$ cat src/rtl/user_irq_ctrl_pkg.sv
// Shared constants for the user interrupt controller: register map, field widths,
// reset values and the Wishbone byte-lane merge helper.
package user_irq_ctrl_pkg;

  localparam int unsigned WB_DW   = 32;
  localparam int unsigned SEL_W   = 4;
  localparam int unsigned ROUTE_W = 2;
  localparam int unsigned COUNT_W = 16;

  localparam logic [7:0] OFS_ENABLE   = 8'h00;
  localparam logic [7:0] OFS_MODE     = 8'h04;
  localparam logic [7:0] OFS_POLARITY = 8'h08;
  localparam logic [7:0] OFS_PENDING  = 8'h0C;
  localparam logic [7:0] OFS_ROUTE    = 8'h10;
  localparam logic [7:0] OFS_COUNT    = 8'h14;

  localparam logic [WB_DW-1:0] ENABLE_RST   = 32'h0000_0000;
  localparam logic [WB_DW-1:0] MODE_RST     = 32'h0000_0000;
  localparam logic [WB_DW-1:0] POL_RST      = 32'hFFFF_FFFF;
  localparam logic [WB_DW-1:0] PENDING_RST  = 32'h0000_0000;
  localparam logic [WB_DW-1:0] ROUTE_RST    = 32'h0000_0000;

  // Replace the byte lanes of old_val selected by sel with the matching lanes of new_val.
  function automatic logic [WB_DW-1:0] apply_sel(input logic [WB_DW-1:0] old_val,
                                                 input logic [WB_DW-1:0] new_val,
                                                 input logic [SEL_W-1:0] sel);
    logic [WB_DW-1:0] res;
    res = old_val;
    for (int b = 0; b < int'(SEL_W); b++) begin
      if (sel[b]) res[8*b +: 8] = new_val[8*b +: 8];
    end
    return res;
  endfunction

endpackage

$ cat src/rtl/user_irq_ctrl_if.sv
// Wishbone slave bus bundle between the management core and the interrupt controller.
interface user_irq_ctrl_if;
  logic        wbs_cyc_i;
  logic        wbs_stb_i;
  logic        wbs_we_i;
  logic [3:0]  wbs_sel_i;
  logic [31:0] wbs_adr_i;
  logic [31:0] wbs_dat_i;
  logic        wbs_ack_o;
  logic [31:0] wbs_dat_o;

  modport master (
    output wbs_cyc_i, wbs_stb_i, wbs_we_i, wbs_sel_i, wbs_adr_i, wbs_dat_i,
    input  wbs_ack_o, wbs_dat_o
  );

  modport slave (
    input  wbs_cyc_i, wbs_stb_i, wbs_we_i, wbs_sel_i, wbs_adr_i, wbs_dat_i,
    output wbs_ack_o, wbs_dat_o
  );
endinterface

$ cat src/rtl/user_irq_ctrl_sync.sv
// Per-source two-flop synchroniser with polarity qualification and active-edge detect.
module irq_sync_edge (
  input  logic clk,
  input  logic rst,
  input  logic src,
  input  logic pol,
  output logic act_c,
  output logic rise_c
);

  logic sync1;
  logic sync2;
  logic sync3;

  always_ff @(posedge clk) begin
    if (rst) begin
      sync1 <= 1'b0;
      sync2 <= 1'b0;
      sync3 <= 1'b0;
    end else begin
      sync1 <= src;
      sync2 <= sync1;
      sync3 <= sync2;
    end
  end

  // Both taps use the current polarity, so a polarity change alone never fakes an edge.
  assign act_c  = ~(sync2 ^ pol);
  assign rise_c = act_c & (sync3 ^ pol);

endmodule

$ cat src/rtl/user_irq_ctrl.sv
// Wishbone-mapped user interrupt controller: enable/mode/polarity/pending/route per source.
// Define USER_IRQ_CTRL_COUNT_EN to add the saturating pending-rise counter at 0x14.
module user_irq_ctrl
  import user_irq_ctrl_pkg::*;
#(
  parameter int unsigned NSRC     = 8,
  parameter int unsigned NIRQ     = 3,
  parameter logic [31:0] BASE_ADR = 32'h3000_0000
) (
  input  logic                wb_clk_i,
  input  logic                wb_rst_i,
  user_irq_ctrl_if.slave      wbs,
  input  logic [NSRC-1:0]     src_i,
  output logic [NIRQ-1:0]     irq_o
);

  localparam int unsigned RW = ROUTE_W * NSRC;

  logic [NSRC-1:0]  en_q, mode_q, pol_q, pend_q;
  logic [RW-1:0]    route_q;
  logic [NIRQ-1:0]  irq_q;
  logic             ack_q;
  logic [WB_DW-1:0] dat_q;

  logic [NSRC-1:0]  act_c, rise_c, clr_c, pend_nxt_c;
  logic [NIRQ-1:0]  irq_nxt_c;
  logic             hit_c, wr_c;
  logic [7:0]       ofs_c;
  logic [WB_DW-1:0] rdata_c;
  logic             unused_c;

  for (genvar i = 0; i < int'(NSRC); i++) begin : g_src
    irq_sync_edge u_sync (
      .clk    (wb_clk_i),
      .rst    (wb_rst_i),
      .src    (src_i[i]),
      .pol    (pol_q[i]),
      .act_c  (act_c[i]),
      .rise_c (rise_c[i])
    );
  end

  // A new access is accepted only when ack is low, so a held strobe never gets a second ack in a row.
  assign hit_c    = wbs.wbs_cyc_i & wbs.wbs_stb_i & ~ack_q &
                    (wbs.wbs_adr_i[31:8] == BASE_ADR[31:8]);
  assign wr_c     = hit_c & wbs.wbs_we_i;
  assign ofs_c    = {wbs.wbs_adr_i[7:2], 2'b00};
  assign unused_c = ^wbs.wbs_adr_i[1:0];

  assign clr_c = (wr_c && ofs_c == OFS_PENDING)
               ? NSRC'(apply_sel('0, wbs.wbs_dat_i, wbs.wbs_sel_i)) : '0;

  // Edge sources latch (set beats W1C); level sources simply follow the qualified input.
  assign pend_nxt_c = (mode_q & ((pend_q & ~clr_c) | (rise_c & en_q)))
                    | (~mode_q & act_c & en_q);

  always_comb begin
    irq_nxt_c = '0;
    for (int unsigned k = 0; k < NIRQ; k++) begin
      for (int unsigned i = 0; i < NSRC; i++) begin
        if (route_q[ROUTE_W*i +: ROUTE_W] == ROUTE_W'(k))
          irq_nxt_c[k] = irq_nxt_c[k] | (pend_q[i] & en_q[i]);
      end
    end
  end

`ifdef USER_IRQ_CTRL_COUNT_EN
  logic [COUNT_W-1:0] count_q;
  logic [COUNT_W:0]   count_sum_c;

  always_comb begin
    count_sum_c = {1'b0, count_q};
    for (int unsigned i = 0; i < NSRC; i++)
      count_sum_c = count_sum_c + (COUNT_W+1)'(pend_nxt_c[i] & ~pend_q[i]);
  end

  // Saturating count of pending rises; any write to the counter clears it.
  always_ff @(posedge wb_clk_i) begin
    if (wb_rst_i)                         count_q <= '0;
    else if (wr_c && ofs_c == OFS_COUNT)  count_q <= '0;
    else if (count_sum_c[COUNT_W])        count_q <= '1;
    else                                  count_q <= count_sum_c[COUNT_W-1:0];
  end
`endif

  always_comb begin
    rdata_c = '0;
    case (ofs_c)
      OFS_ENABLE:   rdata_c = WB_DW'(en_q);
      OFS_MODE:     rdata_c = WB_DW'(mode_q);
      OFS_POLARITY: rdata_c = WB_DW'(pol_q);
      OFS_PENDING:  rdata_c = WB_DW'(pend_q);
      OFS_ROUTE:    rdata_c = WB_DW'(route_q);
`ifdef USER_IRQ_CTRL_COUNT_EN
      OFS_COUNT:    rdata_c = WB_DW'(count_q);
`endif
      default:      rdata_c = '0;
    endcase
  end

  always_ff @(posedge wb_clk_i) begin
    if (wb_rst_i) begin
      en_q    <= NSRC'(ENABLE_RST);
      mode_q  <= NSRC'(MODE_RST);
      pol_q   <= NSRC'(POL_RST);
      pend_q  <= NSRC'(PENDING_RST);
      route_q <= RW'(ROUTE_RST);
      irq_q   <= '0;
      ack_q   <= 1'b0;
      dat_q   <= '0;
    end else begin
      ack_q  <= hit_c;
      dat_q  <= hit_c ? rdata_c : '0;
      pend_q <= pend_nxt_c;
      irq_q  <= irq_nxt_c;
      if (wr_c) begin
        case (ofs_c)
          OFS_ENABLE:   en_q    <= NSRC'(apply_sel(WB_DW'(en_q),    wbs.wbs_dat_i, wbs.wbs_sel_i));
          OFS_MODE:     mode_q  <= NSRC'(apply_sel(WB_DW'(mode_q),  wbs.wbs_dat_i, wbs.wbs_sel_i));
          OFS_POLARITY: pol_q   <= NSRC'(apply_sel(WB_DW'(pol_q),   wbs.wbs_dat_i, wbs.wbs_sel_i));
          OFS_ROUTE:    route_q <= RW'(apply_sel(WB_DW'(route_q),   wbs.wbs_dat_i, wbs.wbs_sel_i));
          default: ;
        endcase
      end
    end
  end

  assign wbs.wbs_ack_o = ack_q;
  assign wbs.wbs_dat_o = dat_q;
  assign irq_o         = irq_q;

endmodule

$ cat src/flat_wrapper.sv
// flat-port wrapper written by rule: the top's interface ports become plain ports
module user_irq_ctrl_flat import user_irq_ctrl_pkg::*;
#(
  parameter int unsigned NSRC     = 8,
  parameter int unsigned NIRQ     = 3,
  parameter logic [31:0] BASE_ADR = 32'h3000_0000
)
  (wb_clk_i, wb_rst_i, src_i, irq_o, wbs_wbs_cyc_i, wbs_wbs_stb_i, wbs_wbs_we_i, wbs_wbs_sel_i, wbs_wbs_adr_i, wbs_wbs_dat_i, wbs_wbs_ack_o, wbs_wbs_dat_o);
  user_irq_ctrl_if wbs_i ();
  input  logic wb_clk_i;
  input  logic wb_rst_i;
  input  logic [NSRC-1:0] src_i;
  output logic [NIRQ-1:0] irq_o;
  input wire logic [$bits(wbs_i.wbs_cyc_i)-1:0] wbs_wbs_cyc_i;
  input wire logic [$bits(wbs_i.wbs_stb_i)-1:0] wbs_wbs_stb_i;
  input wire logic [$bits(wbs_i.wbs_we_i)-1:0] wbs_wbs_we_i;
  input wire logic [$bits(wbs_i.wbs_sel_i)-1:0] wbs_wbs_sel_i;
  input wire logic [$bits(wbs_i.wbs_adr_i)-1:0] wbs_wbs_adr_i;
  input wire logic [$bits(wbs_i.wbs_dat_i)-1:0] wbs_wbs_dat_i;
  output wire logic [$bits(wbs_i.wbs_ack_o)-1:0] wbs_wbs_ack_o;
  output wire logic [$bits(wbs_i.wbs_dat_o)-1:0] wbs_wbs_dat_o;
  assign wbs_i.wbs_cyc_i = wbs_wbs_cyc_i;
  assign wbs_i.wbs_stb_i = wbs_wbs_stb_i;
  assign wbs_i.wbs_we_i = wbs_wbs_we_i;
  assign wbs_i.wbs_sel_i = wbs_wbs_sel_i;
  assign wbs_i.wbs_adr_i = wbs_wbs_adr_i;
  assign wbs_i.wbs_dat_i = wbs_wbs_dat_i;
  assign wbs_wbs_ack_o = wbs_i.wbs_ack_o;
  assign wbs_wbs_dat_o = wbs_i.wbs_dat_o;
  user_irq_ctrl #(.NSRC(NSRC), .NIRQ(NIRQ), .BASE_ADR(BASE_ADR)) u_core (.wb_clk_i(wb_clk_i), .wb_rst_i(wb_rst_i), .wbs(wbs_i), .src_i(src_i), .irq_o(irq_o));
endmodule
$ cat config.mk
export PLATFORM = sky130hd
export DESIGN_NAME = user_irq_ctrl_flat
export DESIGN_NICKNAME = d
export VERILOG_FILES = /design/src/rtl/user_irq_ctrl_pkg.sv /design/src/rtl/user_irq_ctrl_if.sv /design/src/rtl/user_irq_ctrl_sync.sv /design/src/rtl/user_irq_ctrl.sv /design/src/flat_wrapper.sv
export SDC_FILE = /design/constraint.sdc
export NUM_CORES = 1
export LEC_CHECK = 0
export ABC_AREA = 1
export BUFFER_PORTS_ARGS = -buffer_cell sky130_fd_sc_hd__buf_2
export CAP_MARGIN = 20
export CORE_MARGIN = 2
export CORE_UTILIZATION = 45
export CTS_BUF_LIST = sky130_fd_sc_hd__clkbuf_2 sky130_fd_sc_hd__clkbuf_4 sky130_fd_sc_hd__clkbuf_8
export DETAILED_ROUTE_END_ITERATION = 10
export PLACE_DENSITY = 0.7
export SLEW_MARGIN = 20
export SYNTH_ARGS = -nofsm -noshare
export SYNTH_HDL_FRONTEND = slang
export SYNTH_SLANG_ARGS = --single-unit
$ cat constraint.sdc
create_clock -name wb_clk_i -period 1.8 [get_ports wb_clk_i]
set_input_delay 0.54 -clock wb_clk_i [delete_from_list [all_inputs] [get_ports wb_clk_i]]
set_output_delay 0.54 -clock wb_clk_i [all_outputs]
set_load 0.1 [all_outputs]
==> impl_metrics.yaml <==
synthesis:
  yosys-top-cells-area: "dfxtp_1 43%, nand2_1 12%, nor2_1 11%"
  yosysTopAreaCell: "dfxtp_1"
  netlist_area_sq_um: 4280
  synth_seq_cells: 92
  ys_warn_count: 0
  yosysSeqAreaShare_pct: 43.0
  synth.avg_cell_area_sq_um: 6.68
  synth_cells: 641
  synth_top_area_share_pct: 43.0
  synthDistinctLibCells: 26
clock_network:
  tritoncts: "done"
  clk_latency_ns: 0.36
  cts_made_buffers: 9
  cts_sinks: 92
  clockBufferDepth: 2
  cts.clk_slew.worst_paths_ns: 0.09
  cts_root_buffer: "clkbuf_8"
  cts_resized: 0
  h-tree-depth: 3
  cts_setup_buffers: 0
  ctsHoldBuffers: 0
setup_path:
  crit_path_start_kind: "flip-flop"
  worstPathCellList: "buf_2"
  cp_max_fo: 2
  rr_endpoint: "u_core.route_q[7]$_SDFFE_PP0P_"
  cp.arrival_ns: 1.12
  critical_path_required_ns: 1.26
  crit_family: "buffers and inverters"
  slowest_stage: "buf_2"
  ff2ff_path_depth: 9
  cp-end-kind: "primary output"
  crit_buf_inv: 1
  cp.depth: 1
  slowest_delay_ns: 0.42
  r2r_start: "u_core.wbs.wbs_ack_o$_SDFF_PP0_"
  rrSetupSlack_ns: 0.23
  crit_path_end: "wbs_wbs_ack_o"
  path_class: "flip-flop to primary output"
  startpoint: "u_core.wbs.wbs_ack_o$_SDFF_PP0_"
power_and_ir_drop:
  power_mw: 3.82
  vdd.ir_drop.worst_mv: 0.407
  cellLeakagePower_nw: 2.68
  power.density_nw_per_um2: 735
worst_hold_path:
  hold_path.class: "input port to flip-flop"
  whs_path_depth: 3
routing:
  initialDrtViolationCount: 199
  drc: 0
  drt_wl_total_um: 11000
  drtAntennaViolNets: 0
  vias_per_cell: 4.76
  dr.pass1.iters: 5
  vias: 4175
  wl_per_cell_um: 12.6
sta:
  fin_skew_ns: 0.00908
  period_share_pct: 92.1
  clock.fmax_mhz: 603
  setup_viol: 0
  rsz0062_at_grt: "false"
  drv_slew: 0
  final_hold_viol_count: 0
  fin_setup_tns_ns: 0
  fin_crit_ns: 1.66
floorplan:
  core_area_sq_um: 9240
  die_w_um: 102
  dieHeight_um: 102
  initial_core_util_pct: 46.3
  std_cell_rows: 35
  dieArea_sq_um: 10300
  ioPinCount: 117
cells_and_area:
  final_cell_mix: "133 x nand2_1, 124 x nor2_1, 110 x inv_1"
  final_cells: 877
  final_common_cell: "nand2_1"
  drive_gt1_share_pct: 18.9
  nets: 825
  final_area_sq_um: 5190
  n_antenna_cell: 0
  fillCellCount: 906
  area_delta_synth_final_pct: 21.4
  final_util_pct: 56.2
run_status:
  status: "finished clean"
job:
  maxCapViolations: 0
grt:
  grt_overflow_total: 0
  antenna_found_initial: 0
  grt_max_degree: 29
  grt_pass1_wl_um: 17900
  grt_usage_pct: 22.1
  grt_pass1_vias: 3871
place:
  dp.cells: 862
  numPortBuffers: 80
  dp_hpwl_um: 8100
  postPlaceCellArea_sq_um: 5000
  gp_congestion: 0.880
report_power, final:
group          total (mW)  internal, mW  switching (mW)  leakage [nW]
combinational       0.358        0.0876           0.271          1.83
sequential           2.06          2.05         0.00629         0.746
clock                1.40         0.709           0.689        0.0999
total                3.82          2.85           0.966          2.68
final cells by class:
cell class	count	area [sq um]	area share, %
clock buffer	12	153	2.94
clock inverter	3	46.3	0.891
inverter	112	420	8.09
multi-input combinational	418	1860	35.9
sequential	92	1840	35.5
tap	129	161	3.11
timing repair buffer	111	708	13.6
tightest hold or removal path: cells and delay by family:
kind	cells	cell delay (ns)
AND/OR/NAND/NOR	1	0.06
buffers and inverters	2	0.10
worst min path at each step:
| stage | slack [ns] | endpoint | startpoint |
|---|---|---|---|
| 2_1_floorplan | 0.39 | u_core.g_src[0].u_sync.sync2$_SDFF_PP0_ | u_core.g_src[0].u_sync.sync1$_SDFF_PP0_ |
| 3_3_place_gp | 0.39 | u_core.g_src[4].u_sync.sync2$_SDFF_PP0_ | u_core.g_src[4].u_sync.sync1$_SDFF_PP0_ |
| 3_5_place_dp | 0.40 | u_core.g_src[2].u_sync.sync2$_SDFF_PP0_ | u_core.g_src[2].u_sync.sync1$_SDFF_PP0_ |
| 4_1_cts | 0.37 | u_core.g_src[4].u_sync.sync1$_SDFF_PP0_ | src_i[4] |
| 5_1_grt | 0.37 | u_core.g_src[7].u_sync.sync1$_SDFF_PP0_ | src_i[7] |
| 6_report | 0.37 | u_core.g_src[1].u_sync.sync1$_SDFF_PP0_ | src_i[1] |
synthesized netlist by cell type:
| master | instances |
|---|---|
| a21oi_1 | 33 |
| a31oi_1 | 8 |
| a41oi_1 | 1 |
| buf_1 | 3 |
| buf_2 | 7 |
| buf_4 | 16 |
| buf_6 | 2 |
| clkbuf_1 | 6 |
| conb_1 | 1 |
| dfxtp_1 | 92 |
| inv_1 | 110 |
| inv_2 | 2 |
| nand2_1 | 133 |
| nand3_1 | 24 |
| nand4_1 | 14 |
| nand4_2 | 3 |
| nand4_4 | 1 |
| nor2_1 | 124 |
| nor2_2 | 4 |
| nor2_4 | 3 |
| nor3_1 | 27 |
| nor3_2 | 1 |
| nor4_1 | 3 |
| o21a_1 | 2 |
| o21ai_0 | 17 |
| o22ai_1 | 4 |
metal layers:
layer / vias to the layer above / wire length (um) / global-route usage [%]
li1: 2152 / - / -
met1: 1858 / 4930 / 26.7
met2: 145 / 5140 / 38.2
met3: 20 / 692 / 5.04
met4: 0 / 282 / 8.52
met5: - / 0 / 0
registers in the layout, summed over array words and instances (netlist names):
signal and flops:
u_core.pend_q 8, u_core.wbs.wbs_dat_o 16, u_core.en_q 8, u_core.g_src.u_sync.sync2 8
u_core.route_q 16, u_core.wbs.wbs_ack_o 1, u_core.pol_q 8, u_core.mode_q 8
u_core.g_src.u_sync.sync1 8, u_core.g_src.u_sync.sync3 8, u_core.irq_o 3
cell families after synthesis:
group	synth area share, %
and+or+nand+nor	34.0
other	0.0876
DFF	43.0
buffers and inverters	14.8
AOI/OAI and AO/OA	8.16
per-stage QoR:
stage                     setup slack, ns  hold slack [ns]
after floorplan                     0.113            0.388
after global placement            -0.0988            0.390
after detailed placement           -0.153            0.395
after CTS                           0.141            0.368
after global routing               0.0234            0.367
final                               0.142            0.372
(Power assumes the default switching activity.)
